$ cat config.mk
export PLATFORM = sky130hd
export DESIGN_NAME = apb_slave_regfile
export DESIGN_NICKNAME = d
export VERILOG_FILES = /design/src/rtl/apb_slave_pkg.sv /design/src/rtl/apb_wait_ctr.sv /design/src/rtl/apb_slave_regfile.sv
export SDC_FILE = /design/constraint.sdc
export NUM_CORES = 1
export LEC_CHECK = 0
export BUFFER_PORTS_ARGS = -buffer_cell sky130_fd_sc_hd__buf_4
export CAP_MARGIN = 0
export CELL_PAD_IN_SITES_DETAIL_PLACEMENT = 1
export CELL_PAD_IN_SITES_GLOBAL_PLACEMENT = 2
export CORE_AREA = 2 2 451 453
export DETAILED_ROUTE_END_ITERATION = 8
export DIE_AREA = 0 0 453 455
export PLACE_DENSITY = 0.45
export SLEW_MARGIN = 10
export SYNTH_ARGS = -nofsm -noshare
export SYNTH_HDL_FRONTEND = slang
export SYNTH_SLANG_ARGS = --single-unit
$ cat constraint.sdc
create_clock -name pclk -period 4.9 [get_ports pclk]
set_clock_uncertainty 0.05 [all_clocks]
set_input_delay 0.49 -clock pclk [delete_from_list [all_inputs] [get_ports pclk]]
set_output_delay 0.49 -clock pclk [all_outputs]
set_load 0.03 [all_outputs]
$ cat src/rtl/apb_slave_pkg.sv
// Shared types and helpers for the APB register-file completer.
package apb_slave_pkg;

  typedef enum logic [0:0] {
    IDLE   = 1'b0,
    ACCESS = 1'b1
  } apb_state_e;

  localparam int unsigned MAX_WAIT = 32'd15;
  localparam int unsigned CNT_W    = 32'd4;

  // Word index of a byte address: drop the byte-offset bits of one data word.
  function automatic logic [63:0] idx_of(input logic [63:0] addr, input int unsigned data_w);
    logic [63:0] idx;
    case (data_w)
      32'd8:   idx = addr;
      32'd16:  idx = addr >> 1;
      default: idx = addr >> 2;
    endcase
    return idx;
  endfunction

endpackage

$ cat src/rtl/apb_wait_ctr.sv
// Wait-state counter: cleared on load, counts up to WAIT_CYCLES and holds there.
module apb_wait_ctr
  import apb_slave_pkg::*;
#(
  parameter int unsigned WAIT_CYCLES = 32'd0
) (
  input  logic clk,
  input  logic rst,
  input  logic load,
  input  logic en,
  output logic done,
  output logic done_nxt
);

  localparam logic [CNT_W-1:0] LAST = CNT_W'(WAIT_CYCLES);

  logic [CNT_W-1:0] cnt_q, cnt_d;

  always_comb begin
    cnt_d = cnt_q;
    if (load) begin
      cnt_d = '0;
    end else if (en && (cnt_q < LAST)) begin
      cnt_d = cnt_q + 4'd1;
    end else begin
      cnt_d = cnt_q;
    end
  end

  always_ff @(posedge clk) begin
    if (rst) begin
      cnt_q <= '0;
    end else begin
      cnt_q <= cnt_d;
    end
  end

  // done_nxt lets the owner register pready so it is high exactly when cnt==WAIT_CYCLES.
  assign done     = (cnt_q == LAST);
  assign done_nxt = (cnt_d == LAST);

endmodule

$ cat src/rtl/apb_slave_regfile.sv
// APB3 completer with a bank of NUM_REGS registers, programmable wait states and error response.
// Optional byte-lane write strobes are enabled by defining APB_SLAVE_PSTRB_EN.
module apb_slave_regfile
  import apb_slave_pkg::*;
#(
  parameter int unsigned         ADDR_W      = 32'd32,
  parameter int unsigned         DATA_W      = 32'd32,
  parameter int unsigned         NUM_REGS    = 32'd16,
  parameter int unsigned         WAIT_CYCLES = 32'd0,
  parameter logic [NUM_REGS-1:0] RO_MASK     = '0
) (
  input  logic                         pclk,
  input  logic                         preset,
  input  logic [ADDR_W-1:0]            paddr,
  input  logic                         psel,
  input  logic                         penable,
  input  logic                         pwrite,
  input  logic [DATA_W-1:0]            pwdata,
`ifdef APB_SLAVE_PSTRB_EN
  input  logic [DATA_W/8-1:0]          pstrb,
`endif
  output logic [DATA_W-1:0]            prdata,
  output logic                         pready,
  output logic                         pslverr,
  input  logic [NUM_REGS*DATA_W-1:0]   ro_d,
  output logic [NUM_REGS*DATA_W-1:0]   reg_q,
  output logic [NUM_REGS-1:0]          reg_wr
);

  localparam int unsigned LANES = DATA_W / 32'd8;
  localparam int unsigned IDX_W = (NUM_REGS > 32'd1) ? $clog2(NUM_REGS) : 32'd1;

  apb_state_e                 state_q, state_d;
  logic [ADDR_W-1:0]          addr_q, addr_d;
  logic                       write_q, write_d;
  logic [DATA_W-1:0]          wdata_q, wdata_d;
  logic [LANES-1:0]           strb_q, strb_d;
  logic [DATA_W-1:0]          prdata_q, prdata_d;
  logic                       pready_q, pready_d;
  logic                       pslverr_q, pslverr_d;
  logic [NUM_REGS*DATA_W-1:0] regs_q, regs_d;
  logic [NUM_REGS-1:0]        reg_wr_q, reg_wr_d;

  logic                       load_s, en_s, done_s, done_nxt_s;
  logic                       in_range_s, ro_s;
  logic [63:0]                idx_s;
  logic [IDX_W-1:0]           sel_s;
  logic [DATA_W-1:0]          rdata_s, merged_s;

  apb_wait_ctr #(.WAIT_CYCLES(WAIT_CYCLES)) u_wait_ctr (
    .clk      (pclk),
    .rst      (preset),
    .load     (load_s),
    .en       (en_s),
    .done     (done_s),
    .done_nxt (done_nxt_s)
  );

  // Setup-phase capture and wait-counter control.
  always_comb begin
    addr_d  = addr_q;
    write_d = write_q;
    wdata_d = wdata_q;
    strb_d  = strb_q;
    load_s  = 1'b0;
    en_s    = 1'b0;
    if ((state_q == IDLE) && psel && !penable) begin
      load_s  = 1'b1;
      addr_d  = paddr;
      write_d = pwrite;
      wdata_d = pwdata;
`ifdef APB_SLAVE_PSTRB_EN
      strb_d  = pstrb;
`else
      strb_d  = '1;
`endif
    end else if ((state_q == ACCESS) && psel && !(penable && pready_q)) begin
      en_s = !done_s;
    end else begin
      en_s = 1'b0;
    end
  end

  // Decode of the captured (or being-captured) address; addr_d equals addr_q throughout ACCESS.
  always_comb begin
    idx_s      = idx_of(64'(addr_d), DATA_W);
    in_range_s = (idx_s < 64'(NUM_REGS));
    sel_s      = idx_s[IDX_W-1:0];
    ro_s       = in_range_s ? RO_MASK[sel_s] : 1'b0;
    rdata_s    = '0;
    if (!in_range_s) begin
      rdata_s = '0;
    end else if (ro_s) begin
      rdata_s = ro_d[sel_s*DATA_W +: DATA_W];
    end else begin
      rdata_s = regs_q[sel_s*DATA_W +: DATA_W];
    end
    for (int b = 0; b < int'(LANES); b++) begin
      merged_s[b*8 +: 8] = strb_q[b] ? wdata_q[b*8 +: 8] : regs_q[sel_s*DATA_W + b*8 +: 8];
    end
  end

  // Next state, register commit and response.
  always_comb begin
    state_d   = state_q;
    regs_d    = regs_q;
    reg_wr_d  = '0;
    pready_d  = 1'b0;
    pslverr_d = 1'b0;
    prdata_d  = '0;
    case (state_q)
      IDLE: begin
        if (load_s) begin
          state_d = ACCESS;
        end else begin
          state_d = IDLE;
        end
      end
      ACCESS: begin
        if (!psel) begin
          state_d = IDLE;
        end else if (penable && pready_q) begin
          state_d = IDLE;
          if (write_q && in_range_s && !ro_s) begin
            regs_d[sel_s*DATA_W +: DATA_W] = merged_s;
            reg_wr_d[sel_s]                = 1'b1;
          end else begin
            regs_d = regs_q;
          end
        end else begin
          state_d = ACCESS;
        end
      end
      default: state_d = IDLE;
    endcase
    if ((state_d == ACCESS) && done_nxt_s) begin
      pready_d  = 1'b1;
      pslverr_d = write_d ? (!in_range_s || ro_s) : !in_range_s;
      prdata_d  = write_d ? '0 : rdata_s;
    end else begin
      pready_d  = 1'b0;
      pslverr_d = 1'b0;
      prdata_d  = '0;
    end
  end

  // FSM, capture registers, register bank and registered outputs.
  always_ff @(posedge pclk) begin
    if (preset) begin
      state_q   <= IDLE;
      addr_q    <= '0;
      write_q   <= 1'b0;
      wdata_q   <= '0;
      strb_q    <= '0;
      prdata_q  <= '0;
      pready_q  <= 1'b0;
      pslverr_q <= 1'b0;
      regs_q    <= '0;
      reg_wr_q  <= '0;
    end else begin
      state_q   <= state_d;
      addr_q    <= addr_d;
      write_q   <= write_d;
      wdata_q   <= wdata_d;
      strb_q    <= strb_d;
      prdata_q  <= prdata_d;
      pready_q  <= pready_d;
      pslverr_q <= pslverr_d;
      regs_q    <= regs_d;
      reg_wr_q  <= reg_wr_d;
    end
  end

  assign prdata  = prdata_q;
  assign pready  = pready_q;
  assign pslverr = pslverr_q;
  assign reg_q   = regs_q;
  assign reg_wr  = reg_wr_q;

endmodule

==> results.yml, run 1 <==
outcome:
  outcome: "complete, no violations"
setup_path:
  r2r_start: "state_q"
  critPathMaxStageDelay_ns: 0.98
  cp.arrival_ns: 5.09
  path_class: "reg -> reg"
  path_cells: "or3b_4 -> mux2i_4 -> inv_4 -> nor3_1 -> ha_1 -> o21bai_2 -> nor2_1 -> a21oi_4 -> buf_4 -> a32o_1"
  critPathMaxFanout: 19
  critPathBufInv: 2
  crit_family: "compound AO/OA/AOI/OAI gates"
  required_ns: 5.50
  cp-start-kind: "flop"
  reg2regPathDepth: 10
  slowest_stage: "a21oi_4"
  rrSetupSlack_ns: 0.41
  crit_path_end_kind: "flop"
  reg2reg_to: "reg_q[175]"
yosys:
  synth_top_area_cell: "dfxtp_1"
  synth_edf_count: 0
  mappedNetlistArea_um2: 26600
  netlist.area_leader.share_pct: 47.6
  async_flop_share_pct: 0
  synth_seq_area_share_pct: 47.6
  syn-instance-count: 2873
  syn_avg_cell_area_um2: 9.25
  yosysWarnings: 0
  synthFlopType: "dfxtp_1"
  synth_most_common_cell: "dfxtp_1"
  ys_ff_latch: 631
  synth_cell_types: 58
  ys_top_cells_by_count: "dfxtp_1, nand2_1, a32o_1"
  synth_fp_nets: 3458
  synth.area.top_cells: "dfxtp_1, a32o_1, nand2_1, a31o_2, and2_1"
cells_and_area:
  n_fill_cell: 23298
  synthToLayoutAreaGrowth_pct: 44.4
  drive_above_1_share_pct: 31.4
  multi_input_area_um2: 12800
  seqCellArea_um2: 12600
  num-nets-final: 4051
grt:
  grt_pass1_wl_um: 258000
  gr-total-overflow: 0
  antenna_found_initial: 15
  grt_usage_pct: 18.4
  grt_max_degree: 105
  grt_pass1_vias: 27514
placement:
  gp_congestion: 0.772
  io_buffers: 628
  dp_hpwl_um: 136000
cts:
  clk_pin_slew_ns: 0.06
  clock_latency_ns: 0.72
  htreeDepth: 3
  clk_path_buf_depth: 3
  clock-sinks: 631
  cts-root-buf: "clkbuf_16"
  cts_setup_buffers: 0
  cts_tree: "built"
  cts-buffers-inserted: 88
routing:
  wl_per_cell_um: 31.6
  num_vias: 26669
  first_pass_iters: 5
  wl_um: 196000
  drtIter0Drc: 1613
  drc: 0
  viasPerCell: 4.29
  ant_nets: 0
timing:
  slew_viol_final: 0
  fmax_mhz: 223
  final.setup.tns_ns: 0
  rsz0062_at_grt: "false"
  post-route-period-util_pct: 91.6
  slew_headroom_pct: 18.9
  worst_slew_pin_slew_ns: 1.22
  fin_crit_ns: 4.49
  setup_viol: 0
  final_hold_viol_count: 0
  holdWs_ns: 0.128
floorplanning:
  die_h_um: 455
  start_util_pct: 13.2
  io_pins: 1143
  dieArea_um2: 206000
  rows: 165
  core_um2: 201000
  die_w_um: 453
worst_hold_path:
  worstHoldPathType: "in -> reg"
  hold-path-endpoint: "addr_q[4]"
  whs_path_depth: 2
  hold_start: "preset"
flow_run:
  drv_cap: 0
power:
  leakagePower_nw: 14.3
  vdd_drop_max_uv: 233
  power_density_nw_per_um2: 351
metrics by stage:
step | power (mW) | cells | util (%) | instance area (um2) | worst slack, ns
after global routing | 14.0 | 6205 | 19.0 | 38300 | 0.215
after detailed placement | 7.03 | 5988 | 17.3 | 34900 | 0.284
after CTS | 13.7 | 6202 | 19.0 | 38300 | 0.386
after global placement | 7.04 | 5988 | 17.3 | 34900 | 0.269
after floorplan | 6.15 | 2873 | - | 26600 | 1.17
final | 13.5 | 6212 | 19.1 | 38400 | 0.411
registers in the layout, indices dropped and copies added, names as in the netlist:
name / flops
u_wait_ctr.cnt_q: 4
strb_q: 1
prdata: 32
addr_q: 30
reg_q: 512
state_q: 1
pslverr: 1
reg_wr: 16
wdata_q: 32
pready: 1
write_q: 1
report_power, final:
group / switching [mW] / internal [mW] / leakage (nW)
Clock: 2.71 / 3.84 / 1.39
Sequential: 0.0207 / 5.16 / 5.09
Combinational: 1.31 / 0.437 / 7.78
per-layer routing:
layer / part of all wire [%] / routed length, um / GRT usage [%] / vias up
met3: 3.9 / 7610 / 2.70 / 235
met1: 41 / 81100 / 22.0 / 13897
li1: - / - / - / 11773
met5: 0.0066 / 13 / 0 / -
met2: 51 / 100000 / 33.1 / 762
met4: 3.7 / 7240 / 6.60 / 2
cell usage in the layout, fill, tap and decap left out, types with 32 or more instances in the layout:
master,count
dlygate4sd3_1,60
o21ai_0,33
a22o_1,48
nor2_1,54
nand2b_1,60
a31o_1,37
a32o_1,261
and2_1,185
a21oi_1,60
clkbuf_16,91
nand4_1,33
a32oi_1,67
buf_4,722
a21oi_2,32
a31o_2,137
mux2i_1,71
dfxtp_1,630
nand3_1,150
nand2_1,516
logic make-up after synthesis:
kind of cell | Yosys count | synth area share, %
buf+inv | 323 | 5.31
mux | 74 | 2.89
flops | 631 | 47.6
simple gates | 1070 | 19.2
compound gates | 771 | 24.8
fa+ha+maj | 4 | 0.188
layout make-up:
type                    instances  share of cell area [%]
repair buffers                812                    17.3
clock buffers                 133                    6.77
diodes                         10                  0.0652
well taps                    2672                    8.72
flip-flops and latches        631                    32.9
inverters                      14                   0.163
clock inverters                21                   0.604
multi-input cells            1919                    33.5
worst max-delay path by stage:
stage	slack, ns	depth (start not counted)	end	startpoint
after floorplan	1.17	14	reg_q[310]	penable
after global placement	0.27	11	reg_q[176]	penable
after detailed placement	0.28	11	reg_q[175]	penable
after CTS	0.39	10	reg_q[175]	state_q
after global routing	0.21	10	reg_q[169]	state_q
final	0.41	10	reg_q[175]	state_q
worst reg2reg max path, cell delays in order (launching register included):
cell	delay (ns)
dfxtp_1	0.46
or3b_4	0.53
mux2i_4	0.37
inv_4	0.16
nor3_1	0.26
ha_1	0.25
o21bai_2	0.36
nor2_1	0.27
a21oi_4	0.98
buf_4	0.54
a32o_1	0.21
timing repair:
item / 4_1_cts / 5_1_grt
hold buffers: 60 / 0
hold endpoints to repair: 60 / 0
gates resized for setup: 0 / 0
No activity file was read; power rests on OpenSTA's default activity.
==> inputs of run 2 (changes only) <==
--- a/config.mk
+++ b/config.mk
@@ -9,10 +9,10 @@
 export CAP_MARGIN = 0
 export CELL_PAD_IN_SITES_DETAIL_PLACEMENT = 1
 export CELL_PAD_IN_SITES_GLOBAL_PLACEMENT = 2
-export CORE_AREA = 2 2 451 453
+export CORE_AREA = 2 2 442 444
 export DETAILED_ROUTE_END_ITERATION = 8
-export DIE_AREA = 0 0 453 455
-export PLACE_DENSITY = 0.45
+export DIE_AREA = 0 0 444 446
+export PLACE_DENSITY = 0.48
 export SLEW_MARGIN = 10
 export SYNTH_ARGS = -nofsm -noshare
 export SYNTH_HDL_FRONTEND = slang
==> constraint.sdc (replaced) <==
create_clock -name pclk -period 3.9 [get_ports pclk]
set_clock_uncertainty 0.05 [all_clocks]
set_input_delay 0.39 -clock pclk [delete_from_list [all_inputs] [get_ports pclk]]
set_output_delay 0.39 -clock pclk [all_outputs]
set_load 0.03 [all_outputs]
==> results.yml, run 2 (synthesis results as in run 1) <==
outcome:
  outcome: "complete, no violations"
cts:
  cts-buffers-inserted: 86
  cts_hold_buffers: 62
  htreeDepth: 3
  cts-root-buf: "clkbuf_16"
  cts_tree: "built"
  cts-resized-gates: 0
  clk_pin_slew_ns: 0.05
  clk_path_buf_depth: 3
  clock_latency_ns: 0.72
  clock-sinks: 631
  cts_setup_buffers: 0
placement:
  post-place-ws_ns: 0.0592
  dp_hpwl_um: 133000
  io_buffers: 628
  gp_congestion: 0.764
  dp.cells: 5923
  dpl-instance-area_um2: 35600
timing:
  fin_ws_ns: 0.223
  final_hold_viol_count: 0
  setup_viol: 0
  rsz0062_at_grt: "false"
  final.setup.tns_ns: 0
  slew_headroom_pct: 26.9
  worst_slew_pin_slew_ns: 1.10
  fin_crit_ns: 3.68
  post-route-period-util_pct: 94.3
  fmax_mhz: 272
  slew_viol_final: 0
cells_and_area:
  fin_area_um2: 39100
  largest_reg_flops: 512
  layout.cells.most_common: "buf_4"
  n_fill_cell: 22244
  num-nets-final: 4116
  layout_common_cells: "buf_4, dfxtp_1, nand2_1, a32o_1, and2_1"
  stdcell_count: 6149
  drive_above_1_share_pct: 32.6
  synthToLayoutAreaGrowth_pct: 47.2
grt:
  grt_usage_pct: 18.5
  grt_max_degree: 75
  grt_pass1_wl_um: 251000
  grt_pass1_vias: 27458
  gr-total-overflow: 0
  antenna_found_initial: 7
setup_path:
  cp-start-kind: "input pin"
  reg2regPathDepth: 14
  reg2reg_to: "reg_q[341]"
  path_class: "in -> reg"
  crit_path_end_kind: "flop"
  rrSetupSlack_ns: 0.28
  cp.arrival_ns: 4.28
  r2r_start: "state_q"
  critPathMaxFanout: 74
  required_ns: 4.50
floorplanning:
  die_w_um: 444
  rows: 162
  core_um2: 194000
  die_h_um: 446
  io_pins: 1143
  start_util_pct: 13.7
  dieArea_um2: 198000
routing:
  drc: 0
  first_pass_iters: 6
  viasPerCell: 4.38
  num_vias: 26902
  drtIter0Drc: 1624
  ant_nets: 0
  wl_per_cell_um: 30.8
  wl_um: 189000
worst_hold_path:
  hold-path-endpoint: "addr_q[3]"
  worstHoldPathType: "in -> reg"
  hold_start: "paddr[3]"
  whs_path_depth: 4
power:
  vdd_drop_max_uv: 286
  leakagePower_nw: 14.7
  power_density_nw_per_um2: 437
flow_run:
  drv_cap: 0
-- run 2: per-stage QoR --
stage	total power, mW	util, %	hold WS (ns)
6_report	17.1	20.2	0.179
5_1_grt	17.8	20.2	0.164
4_1_cts	17.4	20.2	0.110
3_5_place_dp	8.96	18.4	0.397
3_3_place_gp	8.96	18.4	0.394
2_1_floorplan	7.72	-	0.381
-- run 2: where the power goes --
group          switching [mW]  total [mW]  internal [mW]
logic                    1.63        2.32          0.689
clock network            3.35        8.26           4.92
registers              0.0315        6.51           6.48
total                    5.01        17.1           12.1
-- run 2: worst max path at each step --
stage | startpoint | to | slack [ns] | cells after the start
detailed placement | penable | reg_q[347] | 0.06 | 15
global route | psel | reg_q[341] | 0.09 | 16
CTS | state_q | reg_q[341] | 0.24 | 14
global placement | penable | reg_q[343] | 0.08 | 15
finish | psel | reg_q[341] | 0.22 | 16
floorplan | state_q | reg_q[310] | 0.23 | 15
-- run 2: cell type report --
| class | count | area (um2) | share of cell area (%) |
|---|---|---|---|
| antenna | 9 | 22.5 | 0.0576 |
| clock buffer | 128 | 2470 | 6.32 |
| clock inverter | 27 | 410 | 1.05 |
| inverter | 14 | 62.6 | 0.160 |
| multi-input combinational | 1919 | 12800 | 32.8 |
| sequential | 631 | 12600 | 32.3 |
| tap | 2542 | 3180 | 8.13 |
| timing repair buffer | 879 | 7480 | 19.1 |
-- run 2: layer usage --
| metal | routed length, um | track usage (%) |
|---|---|---|
| met4 | 7450 | 7.13 |
| met3 | 7050 | 2.62 |
| met5 | 0 | 0 |
| met2 | 99400 | 34.6 |
| met1 | 75200 | 21.0 |
-- run 2: worst max-delay path, cell delays in order --
cell,delay (ns)
dlygate4sd3_1,0.58
buf_4,0.15
or3b_4,0.45
buf_4,0.23
nand2_1,0.11
nand2_1,0.13
inv_4,0.09
buf_12,0.39
a21boi_1,0.16
nor2_1,0.31
buf_4,0.25
nor3_1,0.06
buf_4,0.16
a21oi_4,0.21
buf_4,0.38
a32o_1,0.18
